--- config.mk ---
export PLATFORM = sky130hd
export DESIGN_NAME = dtc_stream_driver_flat
export DESIGN_NICKNAME = d
export VERILOG_FILES = /design/src/rtl/dtc_stream_driver_if.sv /design/src/rtl/dtc_stream_driver.sv /design/src/flat_wrapper.sv
export SDC_FILE = /design/constraint.sdc
export NUM_CORES = 1
export LEC_CHECK = 0
export CORE_ASPECT_RATIO = 0.8
export CORE_MARGIN = 2
export CORE_UTILIZATION = 25
export CTS_BUF_LIST = sky130_fd_sc_hd__clkbuf_2 sky130_fd_sc_hd__clkbuf_4 sky130_fd_sc_hd__clkbuf_8
export DETAILED_ROUTE_END_ITERATION = 12
export SETUP_SLACK_MARGIN = 0.1
export SLEW_MARGIN = 10
export SYNTH_ARGS = -nofsm -noshare
export SYNTH_HDL_FRONTEND = slang
export SYNTH_SLANG_ARGS = --single-unit
--- constraint.sdc ---
create_clock -name clk -period 1.95 [get_ports clk]
set_input_delay 0.2925 -clock clk [delete_from_list [all_inputs] [get_ports clk]]
set_output_delay 0.2925 -clock clk [all_outputs]
set_load 0.02 [all_outputs]
--- src/rtl/dtc_stream_driver_if.sv ---
// Handshake bundle for dtc_stream_driver: 1-bit feature stream in, classified result out.
// The slave view belongs to the driver; the master view belongs to the feature source / result sink.
interface dtc_stream_driver_if #(
    parameter int N_FEAT = 8
);
    logic              s_valid;
    logic              s_ready;
    logic              s_bit;
    logic              s_last;
    logic              m_valid;
    logic              m_ready;
    logic              m_label;
    logic [N_FEAT-1:0] m_vec;

    modport slave (
        input  s_valid,
        input  s_bit,
        input  s_last,
        input  m_ready,
        output s_ready,
        output m_valid,
        output m_label,
        output m_vec
    );

    modport master (
        output s_valid,
        output s_bit,
        output s_last,
        output m_ready,
        input  s_ready,
        input  m_valid,
        input  m_label,
        input  m_vec
    );
endinterface

--- src/rtl/dtc_stream_driver.sv ---
// Bit-serial deserializer and result capture around a decision-tree classifier.
// Optional result counters n_total/n_pos are built when DTC_DRV_STATS_EN is defined.
module dtc_stream_driver #(
    parameter int N_FEAT = 8,
    parameter int LAT    = 0
) (
    input  logic              clk,
    input  logic              rst,
    dtc_stream_driver_if.slave bus,
    output logic [N_FEAT-1:0] feat_o,
    input  logic              cls_i,
    output logic              err
`ifdef DTC_DRV_STATS_EN
    ,
    output logic [15:0]       n_total,
    output logic [15:0]       n_pos
`endif
);

    localparam int                CNT_W    = $clog2(N_FEAT);
    localparam logic [CNT_W-1:0]  LAST_IDX = CNT_W'(N_FEAT - 1);
    localparam logic [3:0]        LAT_V    = 4'(LAT);

    typedef enum logic [1:0] {
        SHIFT = 2'd0,
        DROP  = 2'd1,
        EVAL  = 2'd2,
        HOLD  = 2'd3
    } state_t;

    state_t           state;
    state_t           state_nxt;
    logic [CNT_W-1:0] cnt;
    logic [3:0]       wcnt;
    logic             ready;
    logic             accept;
    logic             at_last;
    logic             frame_short;
    logic             frame_long;
    logic             capture;

    assign ready       = (state == SHIFT) || (state == DROP);
    assign accept      = bus.s_valid && ready;
    assign at_last     = (cnt == LAST_IDX);
    assign frame_short = (state == SHIFT) && accept && bus.s_last && !at_last;
    assign frame_long  = (state == SHIFT) && accept && !bus.s_last && at_last;
    assign capture     = (state == EVAL) && (wcnt == LAT_V);

    assign bus.s_ready = ready;
    assign bus.m_valid = (state == HOLD);

    always_ff @(posedge clk) begin
        if (rst) begin
            state <= SHIFT;
        end else begin
            state <= state_nxt;
        end
    end

    always_comb begin
        state_nxt = state;
        case (state)
            SHIFT: begin
                if (accept && at_last) begin
                    state_nxt = bus.s_last ? EVAL : DROP;
                end
            end
            DROP: begin
                if (accept && bus.s_last) begin
                    state_nxt = SHIFT;
                end
            end
            EVAL: begin
                if (capture) begin
                    state_nxt = HOLD;
                end
            end
            HOLD: begin
                if (bus.m_ready) begin
                    state_nxt = SHIFT;
                end
            end
            default: state_nxt = SHIFT;
        endcase
    end

    // Deserializer: beat k lands in feat_o[k]; any s_last or the final slot restarts the count.
    always_ff @(posedge clk) begin
        if (rst) begin
            cnt    <= '0;
            feat_o <= '0;
        end else if ((state == SHIFT) && accept) begin
            feat_o[cnt] <= bus.s_bit;
            if (bus.s_last || at_last) begin
                cnt <= '0;
            end else begin
                cnt <= cnt + 1'b1;
            end
        end
    end

    always_ff @(posedge clk) begin
        if (rst) begin
            wcnt <= '0;
        end else if ((state == EVAL) && !capture) begin
            wcnt <= wcnt + 1'b1;
        end else begin
            wcnt <= '0;
        end
    end

    always_ff @(posedge clk) begin
        if (rst) begin
            bus.m_label <= 1'b0;
            bus.m_vec   <= '0;
        end else if (capture) begin
            bus.m_label <= cls_i;
            bus.m_vec   <= feat_o;
        end
    end

    always_ff @(posedge clk) begin
        if (rst) begin
            err <= 1'b0;
        end else if (frame_short || frame_long) begin
            err <= 1'b1;
        end
    end

`ifdef DTC_DRV_STATS_EN
    function automatic logic [15:0] sat_inc(input logic [15:0] v);
        return (v == 16'hFFFF) ? v : v + 16'd1;
    endfunction

    logic handshake;
    assign handshake = (state == HOLD) && bus.m_ready;

    always_ff @(posedge clk) begin
        if (rst) begin
            n_total <= '0;
            n_pos   <= '0;
        end else if (handshake) begin
            n_total <= sat_inc(n_total);
            if (bus.m_label) begin
                n_pos <= sat_inc(n_pos);
            end
        end
    end
`endif

endmodule
--- src/flat_wrapper.sv ---
// flat-port wrapper written by rule: the top's interface ports become plain ports
module dtc_stream_driver_flat 
#(
    parameter int N_FEAT = 8,
    parameter int LAT    = 0
)
  (clk, rst, feat_o, cls_i, err, bus_s_valid, bus_s_bit, bus_s_last, bus_m_ready, bus_s_ready, bus_m_valid, bus_m_label, bus_m_vec);
  dtc_stream_driver_if #(.N_FEAT(N_FEAT)) bus_i ();
  input  logic clk;
  input  logic rst;
  output logic [N_FEAT-1:0] feat_o;
  input  logic cls_i;
  output logic err;
  input wire logic [$bits(bus_i.s_valid)-1:0] bus_s_valid;
  input wire logic [$bits(bus_i.s_bit)-1:0] bus_s_bit;
  input wire logic [$bits(bus_i.s_last)-1:0] bus_s_last;
  input wire logic [$bits(bus_i.m_ready)-1:0] bus_m_ready;
  output wire logic [$bits(bus_i.s_ready)-1:0] bus_s_ready;
  output wire logic [$bits(bus_i.m_valid)-1:0] bus_m_valid;
  output wire logic [$bits(bus_i.m_label)-1:0] bus_m_label;
  output wire logic [$bits(bus_i.m_vec)-1:0] bus_m_vec;
  assign bus_i.s_valid = bus_s_valid;
  assign bus_i.s_bit = bus_s_bit;
  assign bus_i.s_last = bus_s_last;
  assign bus_i.m_ready = bus_m_ready;
  assign bus_s_ready = bus_i.s_ready;
  assign bus_m_valid = bus_i.m_valid;
  assign bus_m_label = bus_i.m_label;
  assign bus_m_vec = bus_i.m_vec;
  dtc_stream_driver #(.N_FEAT(N_FEAT), .LAT(LAT)) u_core (.clk(clk), .rst(rst), .bus(bus_i), .feat_o(feat_o), .cls_i(cls_i), .err(err));
endmodule
==> summary.md, run 1 <==
| Metric | Value |
|---|---|
| Drt first-iter violations | just over 50 |
| CTS buffer count | 3 |
| Top_reg_cell synth | dfxtp_1 |
| Avg Vias per Cell | ~4.4 |
| Antenna violations before repair | 0 |
| Max-slew violations | 0 |
| Clock sink count | 27 |
| I/O pin count | 27 |
| Drt total wl | 2.50 mm |
| Clock Skew | 3.81 ps |
| Initial DRT Pass Iterations | 4 |
| Syn nets | roughly 130 |
| TritonCTS clock tree | built |
| F_max | 573 MHz |
| Die X-Extent | 82.8 um |
| Final GP Congestion | between 0.7 and 0.8 |
| Metal2 WL | ~1.1 mm |
| CP startpoint kind | flop |
| Fin worst setup slack | slightly above 200 ps |
| Worst IR Drop VDD | 286 uV |
| Worst Path Arrival | roughly 1500 ps |
| # hold bufs at CTS | 0 |
| Number of global-route vias before repair | between 800 and 900 |
| Antenna Nets Post-Route | 0 |
| CP max FO | 7 |
| Netlist cell types | 28 |
| H-Tree Level Count | 1 |
| Unrepaired setup endpoints after global routing | false |
| Setup bufs post-CTS | 0 |
| Mapped Cells | approximately 120 |
| Vias | about 930 |
| Number of max-cap violations | 0 |
| Clock transition at path regs | ~90 ps |
| Antenna Cells | 0 |
| Cell area after synthesis | 1240 um^2 |
| CTS Root Cell | clkbuf_8 |
| CTS max path bufs | 2 |
| Die H | ~67 um |
| Initial core utilization | 0.265 |
| Fraction of registers with async set/reset | 0 |
| Nets | 163 |
| Core Area | 4680 um^2 |
| PostCTS Resize Cnt | 0 |
| Gr ovfl total | 0 |
| First-pass GRT wire length | 3.88 mm |
| Met3 Routed Length | about 140 um |
| Met1 WL | about 1.2 mm |
| Largest net degree at the start of global routing | 16 |
| Synth Area per Inst | 10.1 um^2 |
| Setup TNS Final | 0 ps |
| PortBufs | 26 |
| Layout cells sized above 1 | 0.0927 |
| CP Data Required Time | ~1700 ps |
| Final HPWL DP | approximately 1.8 mm |
| Area grow syn2layout | 30.5% |
| Clock latency at the later pin of the worst-skew pair | between 200 and 300 ps |
| Avg WL per Cell | between 10 and 15 um |
| Pwr per Cell Area | around 600 nW/um^2 |
| # setup viols final | 0 |
| CP Class | flop to primary output |
| Final Hold Vio Count | 0 |
| Slew HR | 0.659 |
| Worst Max-Slew Pin Slew | 510 ps |
| Total GRT Usage | 0.0935 |
| Site row count | 22 |
| Outcome | complete, no violations |
| Die area | around 5500 um^2 |
| Crit. End Element | primary output |
| Synthesis-stage register bit count | 27 |
| EDFF count, synth | 0 |
| Drc violations | 0 |
| Warnings, synthesis | 0 |
| Top layer in use | met4 |
| Final worst path period need | roughly 1700 ps |
| Leak Pwr | approximately 0.66 nW |
| Seq/Total Area, Yosys | 0.435 |
| Hold Path Class | flop to flop |
| Tcrit/Tclk final | 0.895 |
| Pre-CTS setup slack | roughly 250 ps |
## worst paths after layout
check                       from                   to  slack, ps  cells past startpoint
max              u_core.state[1]          bus_s_ready        200                      3
max reg2reg       u_core.wcnt[0]  u_core.bus.m_vec[3]        400                      5
min          u_core.bus.m_vec[6]  u_core.bus.m_vec[6]        480                      2
min reg2reg  u_core.bus.m_vec[6]  u_core.bus.m_vec[6]        480                      2
## cell families (layout without fill, tap and decap cells)
| kind of cell | count (synthesis) | in the layout | share of synthesized area |
|---|---|---|---|
| DFF | 27 | 27 | 0.435 |
| and+or+nand+nor | 54 | 54 | 0.283 |
| buffers and inverters | 10 | 38 | 0.0403 |
| muxes | 18 | 18 | 0.145 |
| AOI/OAI and AO/OA | 7 | 7 | 0.0343 |
| xor gates and xnor gates | 3 | 3 | 0.0212 |
| adders and majority gates | 4 | 4 | 0.0403 |
## state kept, by name, summed over array words and instances, names as in the netlist
register and flops:
u_core.bus.m_label 1, u_core.wcnt 4, u_core.feat_o 8, u_core.err 1
u_core.cnt 3, u_core.state 2, u_core.bus.m_vec 8
## Yosys cell counts, types with 2 or more instances
master    instances  share of area
a21oi_1           4          0.016
clkbuf_1          3         0.0091
nand4b_1          2          0.014
inv_1             3         0.0091
xor2_1            2          0.014
nand3b_1          2          0.012
ha_1              4          0.040
mux2i_1          18           0.15
dfxtp_1          27           0.44
buf_2             2         0.0081
nor3b_2           2          0.020
nor2_1            8          0.024
nand2_1           5          0.015
nand3_1           6          0.024
nand2b_1         22           0.11
## final cells by class
| class | count | area [um^2] |
|---|---|---|
| Clock buffer | 3 | 41.3 |
| Tap cell | 60 | 75.1 |
| Inverter | 4 | 17.5 |
| Timing Repair Buffer | 30 | 290 |
| Sequential cell | 27 | 541 |
| Multi-Input combinational cell | 86 | 651 |
| Fill cell | 487 | 3060 |
| Clock inverter | 1 | 5.00 |
## where the power goes
part	switching [mW]	internal [mW]
combinational	0.0309	0.0390
clock	0.179	0.143
sequential	0.00564	0.556
## cells in the final DEF, fill, tap and decap left out
cell / instances
nand2b_1: 22
nand3_1: 6
nand4b_1: 2
clkdlybuf4s50_1: 26
inv_1: 3
inv_4: 1
nor3_1: 1
xnor2_1: 1
nor4b_4: 1
a31oi_1: 1
ha_1: 4
buf_4: 4
or4_4: 1
nor3b_4: 1
nor3b_2: 2
dfxtp_1: 27
nor2_1: 8
clkbuf_8: 3
a21oi_1: 4
nor2b_1: 1
a221oi_1: 1
nand4_1: 1
nand3b_1: 2
nand2_1: 5
xor2_1: 2
and2_1: 1
a21o_1: 1
clkinv_2: 1
mux2i_1: 18
## worst max-delay path: stages, from the launching register on
cell	delay [ps]
dfxtp_1	330
buf_4	170
inv_4	70
clkdlybuf4s50_1	600
## per-layer routing
layer  vias up  track usage
li1        472            -
met2        22        0.144
met5         -            0
met4         0       0.0369
met1       431        0.120
met3         4       0.0312
## through the flow
step                      power [mW]  cells  hold slack (ps)   util  area [um^2]
after floorplan                0.613    123              430      -         1240
after global placement         0.645    207              440  0.336         1570
after detailed placement       0.645    207              467  0.336         1570
after CTS                      0.966    211              482  0.346         1620
after global routing           0.997    211              505  0.346         1620
final                          0.954    211              479  0.346         1620
Power figures use the tool's default switching activity.
==> run 2: changes to the inputs <==
clock period = 1.5 ns   (was 1.95 ns; I/O delays follow)
==> run 2 against run 1 <==
  * Die area unchanged
  * Power is 31% higher
  * Flip-flop and latch count is the same
==> summary.md, run 2 (synthesized netlist as in run 1, its figures left out) <==
| Metric | Value |
|---|---|
| PortBufs | 26 |
| Final HPWL DP | around 1.9 mm |
| Number of max-cap violations | 0 |
| TritonCTS clock tree | built |
| F_max | between 700 and 800 MHz |
| H-Tree Level Count | 1 |
| Antenna Cells | 0 |
| Die H | approximately 67 um |
| Layout cells sized above 1 | 0.172 |
| Cells along the critical path | inv_2 -> ha_4 -> nor3b_4 -> or4_4 -> nor2_1 |
| CTS buffer count | 3 |
| Initial core utilization | 0.265 |
| Vias | between 900 and 1,000 |
| Final instance area | between 1500 and 2000 um^2 |
| Die X-Extent | approximately 83 um |
| Largest regs | u_core.bus.m_vec x8, u_core.feat_o x8, u_core.wcnt x4 |
| Flop pwr share | 0.582 |
| Worst Max-Slew Pin Slew | approximately 300 ps |
| Drt total wl | about 2.6 mm |
| Clock share of power | 0.340 |
| Antenna Nets Post-Route | 0 |
| Unrepaired setup endpoints after global routing | true |
| Comb pwr share | 0.078 |
| Largest net degree at the start of global routing | 25 |
| Post-placement cell area | around 1600 um^2 |
| I/O pin count | 27 |
| # setup viols final | 0 |
| Power, Total | approximately 1.2 mW |
| Commonest non-fill, non-tap cell in the layout | dfxtp_1 |
| R2R Setup Slk | about 160 ps |
| Avg WL per Cell | 11.8 um |
| Final worst path period need | between 1000 and 1500 ps |
| CTS Root Cell | clkbuf_8 |
| Final GP Congestion | 0.794 |
| CTS max path bufs | 2 |
| Hold Path Class | flop to flop |
| CP Data Required Time | around 1700 ps |
| Crit. End Element | flop |
| Sw Pwr | between 0.2 and 0.3 mW |
| Site row count | 22 |
| Clock transition at path regs | approximately 90 ps |
| Area grow syn2layout | 34.9% |
| Initial DRT Pass Iterations | 4 |
| Gr ovfl total | 0 |
| Pwr per Cell Area | around 750 nW/um^2 |
| Cell Int Power | approximately 0.98 mW |
| Number of global-route vias before repair | between 900 and 1,000 |
| Core Area | ~4700 um^2 |
| Slew HR | 0.794 |
| Outcome | complete, no violations |
| Clock Skew | 2.57 ps |
| Die area | between 5000 and 6000 um^2 |
| Most frequent cells in the layout | dfxtp_1, nand2b_1, dlygate4sd2_1, mux2i_1, buf_4 |
| Worst Path Arrival | around 1600 ps |
| # hold bufs at CTS | 0 |
| Worst IR Drop VDD | approximately 370 uV |
| Avg Vias per Cell | between 4 and 5 |
| Max-slew violations | 0 |
| CP startpoint kind | flop |
| Drc violations | 0 |
| Tcrit/Tclk final | 0.896 |
| CP Class | flop to flop |
| Clock sink count | 27 |
| Drt first-iter violations | 41 |
| Final Hold Vio Count | 0 |
| Fillers | slightly below 500 |
| Total GRT Usage | 0.101 |
| First-pass GRT wire length | 4.33 mm |
| Leak Pwr | between 0.7 and 0.8 nW |
| Clock latency at the later pin of the worst-skew pair | ~270 ps |
| Nets | approximately 170 |
| Switching share of power | 0.213 |
| CP max-delay cell | or4_4 |
| Slowest Stage Delay on Critical Path | approximately 450 ps |
| CP max FO | 4 |
| Antenna violations before repair | 0 |
run 2: changes by cell type in the layout (fill, tap and decap cells not counted), sizes merged:
cell / delta
buf: +6
clkinv: -1
clkdlybuf4s50: -20
dlygate4sd2: +20
clkbuf: +1
run 2: what timing repair did:
action / 4_1_cts / 5_1_grt
gates resized for setup: 21 / 9
setup buffers: 0 / 1
endpoints found under the setup margin: 23 / 14
run 2: stage by stage:
| step | setup TNS [ps] | utilization | cells | hold slack, ps | worst slack [ps] |
|---|---|---|---|---|---|
| 6_report | 0 | 0.358 | 217 | 446 | 156 |
| 5_1_grt | 0 | 0.358 | 217 | 468 | 71.2 |
| 4_1_cts | 0 | 0.350 | 216 | 436 | 95.1 |
| 3_5_place_dp | -17.8 | 0.344 | 212 | 467 | -17.8 |
| 3_3_place_gp | 0 | 0.344 | 212 | 440 | 21.9 |
| 2_1_floorplan | 0 | - | 123 | 381 | 194 |
run 2: critical path: cells and delay by family, from the launching register on:
family / cells / cell delay [ps]
AND/OR/NAND/NOR: 3 / 720
buffers and inverters: 1 / 50
adder cells (fa/ha/maj): 1 / 140
flip-flops: 1 / 370
run 2: power by group through the flow:
| stage | clock network, mW | registers (mW) | logic, mW |
|---|---|---|---|
| floorplan | 0 | 0.752 | 0.0454 |
| global placement | 0 | 0.744 | 0.0994 |
| detailed placement | 0 | 0.744 | 0.101 |
| CTS | 0.450 | 0.728 | 0.0980 |
| global route | 0.479 | 0.729 | 0.106 |
| finish | 0.425 | 0.727 | 0.0971 |
run 2: cell type report:
type | count | area, um^2 | share of cell area
Clock buffer | 4 | 48.8 | 0.0291
Sequential cell | 27 | 544 | 0.325
Inverter | 4 | 17.5 | 0.0105
Multi-Input combinational cell | 86 | 678 | 0.405
Timing Repair Buffer | 36 | 310 | 0.185
Tap cell | 60 | 75.1 | 0.0448
run 2: path summary, 6_finish.rpt:
kind,from,to,cells after the start
worst min-delay path,u_core.wcnt[0],u_core.wcnt[0],1
worst max-delay path,u_core.wcnt[0],u_core.wcnt[2],5
worst max register to register,u_core.wcnt[0],u_core.wcnt[2],5
worst min register to register,u_core.wcnt[0],u_core.wcnt[0],1
run 2: routing by layer:
metal / GRT usage / wire [um] / part of all wire / vias up
met4: 0.0307 / 27 / 0.011 / 0
met2: 0.165 / 1150 / 0.45 / 17
met5: 0 / 0 / 0 / -
met1: 0.128 / 1270 / 0.50 / 458
met3: 0.0257 / 107 / 0.042 / 2
li1: - / - / - / 486
==> edit (settings of run 2) <==
`N_FEAT` is set to 8 in 3 places; all go to 16.
--- a/src/rtl/dtc_stream_driver_if.sv
+++ b/src/rtl/dtc_stream_driver_if.sv
@@ -1,7 +1,7 @@
 // Handshake bundle for dtc_stream_driver: 1-bit feature stream in, classified result out.
 // The slave view belongs to the driver; the master view belongs to the feature source / result sink.
 interface dtc_stream_driver_if #(
-    parameter int N_FEAT = 8
+    parameter int N_FEAT = 16
 );
     logic              s_valid;
     logic              s_ready;
--- a/src/rtl/dtc_stream_driver.sv
+++ b/src/rtl/dtc_stream_driver.sv
@@ -1,7 +1,7 @@
 // Bit-serial deserializer and result capture around a decision-tree classifier.
 // Optional result counters n_total/n_pos are built when DTC_DRV_STATS_EN is defined.
 module dtc_stream_driver #(
-    parameter int N_FEAT = 8,
+    parameter int N_FEAT = 16,
     parameter int LAT    = 0
 ) (
     input  logic              clk,
--- a/src/flat_wrapper.sv
+++ b/src/flat_wrapper.sv
@@ -1,7 +1,7 @@
 // flat-port wrapper written by rule: the top's interface ports become plain ports
 module dtc_stream_driver_flat 
 #(
-    parameter int N_FEAT = 8,
+    parameter int N_FEAT = 16,
     parameter int LAT    = 0
 )
   (clk, rst, feat_o, cls_i, err, bus_s_valid, bus_s_bit, bus_s_last, bus_m_ready, bus_s_ready, bus_m_valid, bus_m_label, bus_m_vec);
Ports: changed (resized bus_m_vec and feat_o); port bits go from 27 to 43. No check against the original RTL was run, so the function may have changed too.
==> edit against run 2 <==
  * Core utilization rose by 0.71 points
  * Setup slack got worse by 0.10 ns
  * Routed wire length rose by 98%
  * Hold slack got worse by 0.12 ns
  * Via count rose by 81%
  * Count of clock-buffer cells in the layout rose by 2
  * Design area rose by 63%
  * Largest power group unchanged
  * Sequential share of layout area barely moved
  * Sequential cell count rose by 17
  * Power rose by 79%
  * Synthesized area rose by 57%
==> edit: results (changes against run 2) <==
* CTS Buf Count at 5 (+2)
* Ratio of cells with drive above 1 in the final layout at 18.6% (+1.4 points)
* Post-synthesis sequential area ratio at 45.1% (+1.6 points)
* Status: finished clean
* M3 GR Usage at 3.11% (+0.54 points)
* Net count after synthesis at 235 (+75%)
* Kind of cell adding the most delay to the critical path: simple AND/OR/NAND/NOR gates
* Aggregate global-route resource usage at 12.5% (+2.4 points)
* Leakage at 1.20 nW (+52%)
* Met2 track demand over resource in global routing at 18.8% (+2.3 points)
* Number of antenna violations at the first check in global routing at 0 (unchanged)
* Async set-reset flop share out of synthesis at 0% (unchanged)
* Largest stage delay on the critical path at 0.39 ns (-0.06 ns)
* Bufs on Longest Clock Path at 2 (unchanged)
* Instance area at placement at 2570 um^2 (+60%)
* Largest net degree at the start of global routing at 28 (+12%)
* Wire length of the first global-routing pass at 8.54 mm (+97%)
* Worst min path class: in -> reg
* Most instantiated cells after synthesis: dfxtp_1 (44), nand3_1 (37), a21oi_1 (22), o21ai_0 (19), nand2b_1 (18)
* Clock transition at the register clock pins on the worst setup and hold paths after CTS at 0.09 ns (about the same)
* Number of vias in the routed layout at 1,746 (+81%)
* Post-Route Skew at 0.00651 ns (+0.00393 ns)
* Arrival time reported for the critical path endpoint at 1.67 ns (+0.12 ns)
* Final HPWL from detailed placement at 3.50 mm (+88%)
* Cell types occupying the most area after synthesis: dfxtp_1 (45%), nand3_1 (9.5%), mux2i_1 (7.7%), nand2b_1 (5.8%), a21oi_1 (5.6%)
* Number of antenna cells inserted at 0 (unchanged)
* Cell with the biggest individual delay on the critical path: or3b_4
* DR pass1 iterations at 4 (unchanged)
* Routability congestion estimate at 0.838 (+5.6%)
* CTS H-tree depth at 2 (+1)
* Quantity of I/O buffers inserted on ports at 42 (+62%)
* CTS Root Buffer Type: clkbuf_8
* Library cells used by synthesis at 30 (+7.1%)
* Detailed router's first-iteration violation count at 102 (+150%)
* Worst setup path end: u_core.state[0]$_SDFFE_PP0P_
* Yosys synthesis warning count at 0 (unchanged)
* Relative slew slack at 73.0% (-6.4 points)
* Worst Setup SP: u_core.wcnt[1]$_SDFF_PP0_
* Final net count at 286 (+69%)
* Peak supply drop at 0.336 mV (-9.9%)
* Worst-case reg-to-reg path depth at 5 (unchanged)
* Insertion delay to the later sink of the worst-skew pair at 0.30 ns (+0.03 ns)
* Met1 Usage GRT at 17.2% (+4.4 points)
* Final WL at 5.07 mm (+98%)
* Reg-to-reg slack, setup at 0.05 ns (-0.10 ns)
* Largest fanout on the critical path at 2 (-2)
* Top Registers: u_core.bus.m_vec: 16 flops, u_core.feat_o: 16 flops
==> edit: cell count changes in the layout (fill, tap and decap cells not counted), moves of 8 or more <==
cell and change:
nand3_1 +31, a21oi_1 +18, dfxtp_1 +16, dlygate4sd2_1 +15
o21ai_1 +12, buf_4 +8
==> edit: worst min-delay path by stage <==
| stage | end | slack (ns) | depth (start not counted) | from |
|---|---|---|---|---|
| global route | u_core.state[0]$_SDFFE_PP0P_ | 0.36 | 4 | bus_s_valid |
| detailed placement | u_core.err$_SDFFE_PP0P_ | 0.45 | 2 | u_core.err$_SDFFE_PP0P_ |
| CTS | u_core.err$_SDFFE_PP0P_ | 0.47 | 2 | u_core.err$_SDFFE_PP0P_ |
| finish | u_core.state[0]$_SDFFE_PP0P_ | 0.32 | 4 | bus_s_valid |
| global placement | u_core.err$_SDFFE_PP0P_ | 0.45 | 2 | u_core.err$_SDFFE_PP0P_ |
| floorplan | u_core.feat_o[15]$_SDFFE_PP0P_ | 0.37 | 2 | bus_s_bit |
==> edit: stage by stage <==
step | setup slack, ns | cells
final | 0.0511 | 379
after global routing | 0.00238 | 379
after CTS | 0.0268 | 379
after detailed placement | -0.234 | 369
after global placement | -0.226 | 369
after floorplan | -0.0458 | 222
==> edit: worst min-delay path: stages <==
cell and delay (ns):
dlymetal6s2s_1 0.10, buf_4 0.12, a21oi_1 0.06, o32ai_2 0.07
==> edit: kinds of logic after synthesis <==
logic type	share of synthesized area, %
xor+xnor	1.35
mux	8.26
fa+ha+maj	3.84
compound gates	12.8
simple gates	23.4
flops	45.1
buf+inv	5.19
==> edit: power breakdown <==
group | internal [mW] | switching, mW
Clock | 0.513 | 0.415
Sequential | 1.17 | 0.00614
Combinational | 0.0642 | 0.0684
Total | 1.75 | 0.490
==> edit: routing by layer <==
metal	up-vias	wire, um
met1	828	2520
met2	38	2220
met4	0	71
met3	7	262
met5	-	0
li1	873	-
==> edit: layout make-up <==
cell class	count	area, um^2
clock inverters	2	35.0
repair buffers	62	549
well taps	105	131
multi-input cells	154	1030
inverters	6	22.5
clock buffers	6	76.3
fillers	808	4760
flip-flops and latches	44	888
==> edit: timing repair <==
item | in CTS | in global routing
setup buffers | 2 | 0
pin swaps | 0 | 4
endpoints found under the hold margin | 0 | 0
setup endpoints to repair | 55 | 27
gates resized for setup | 50 | 22
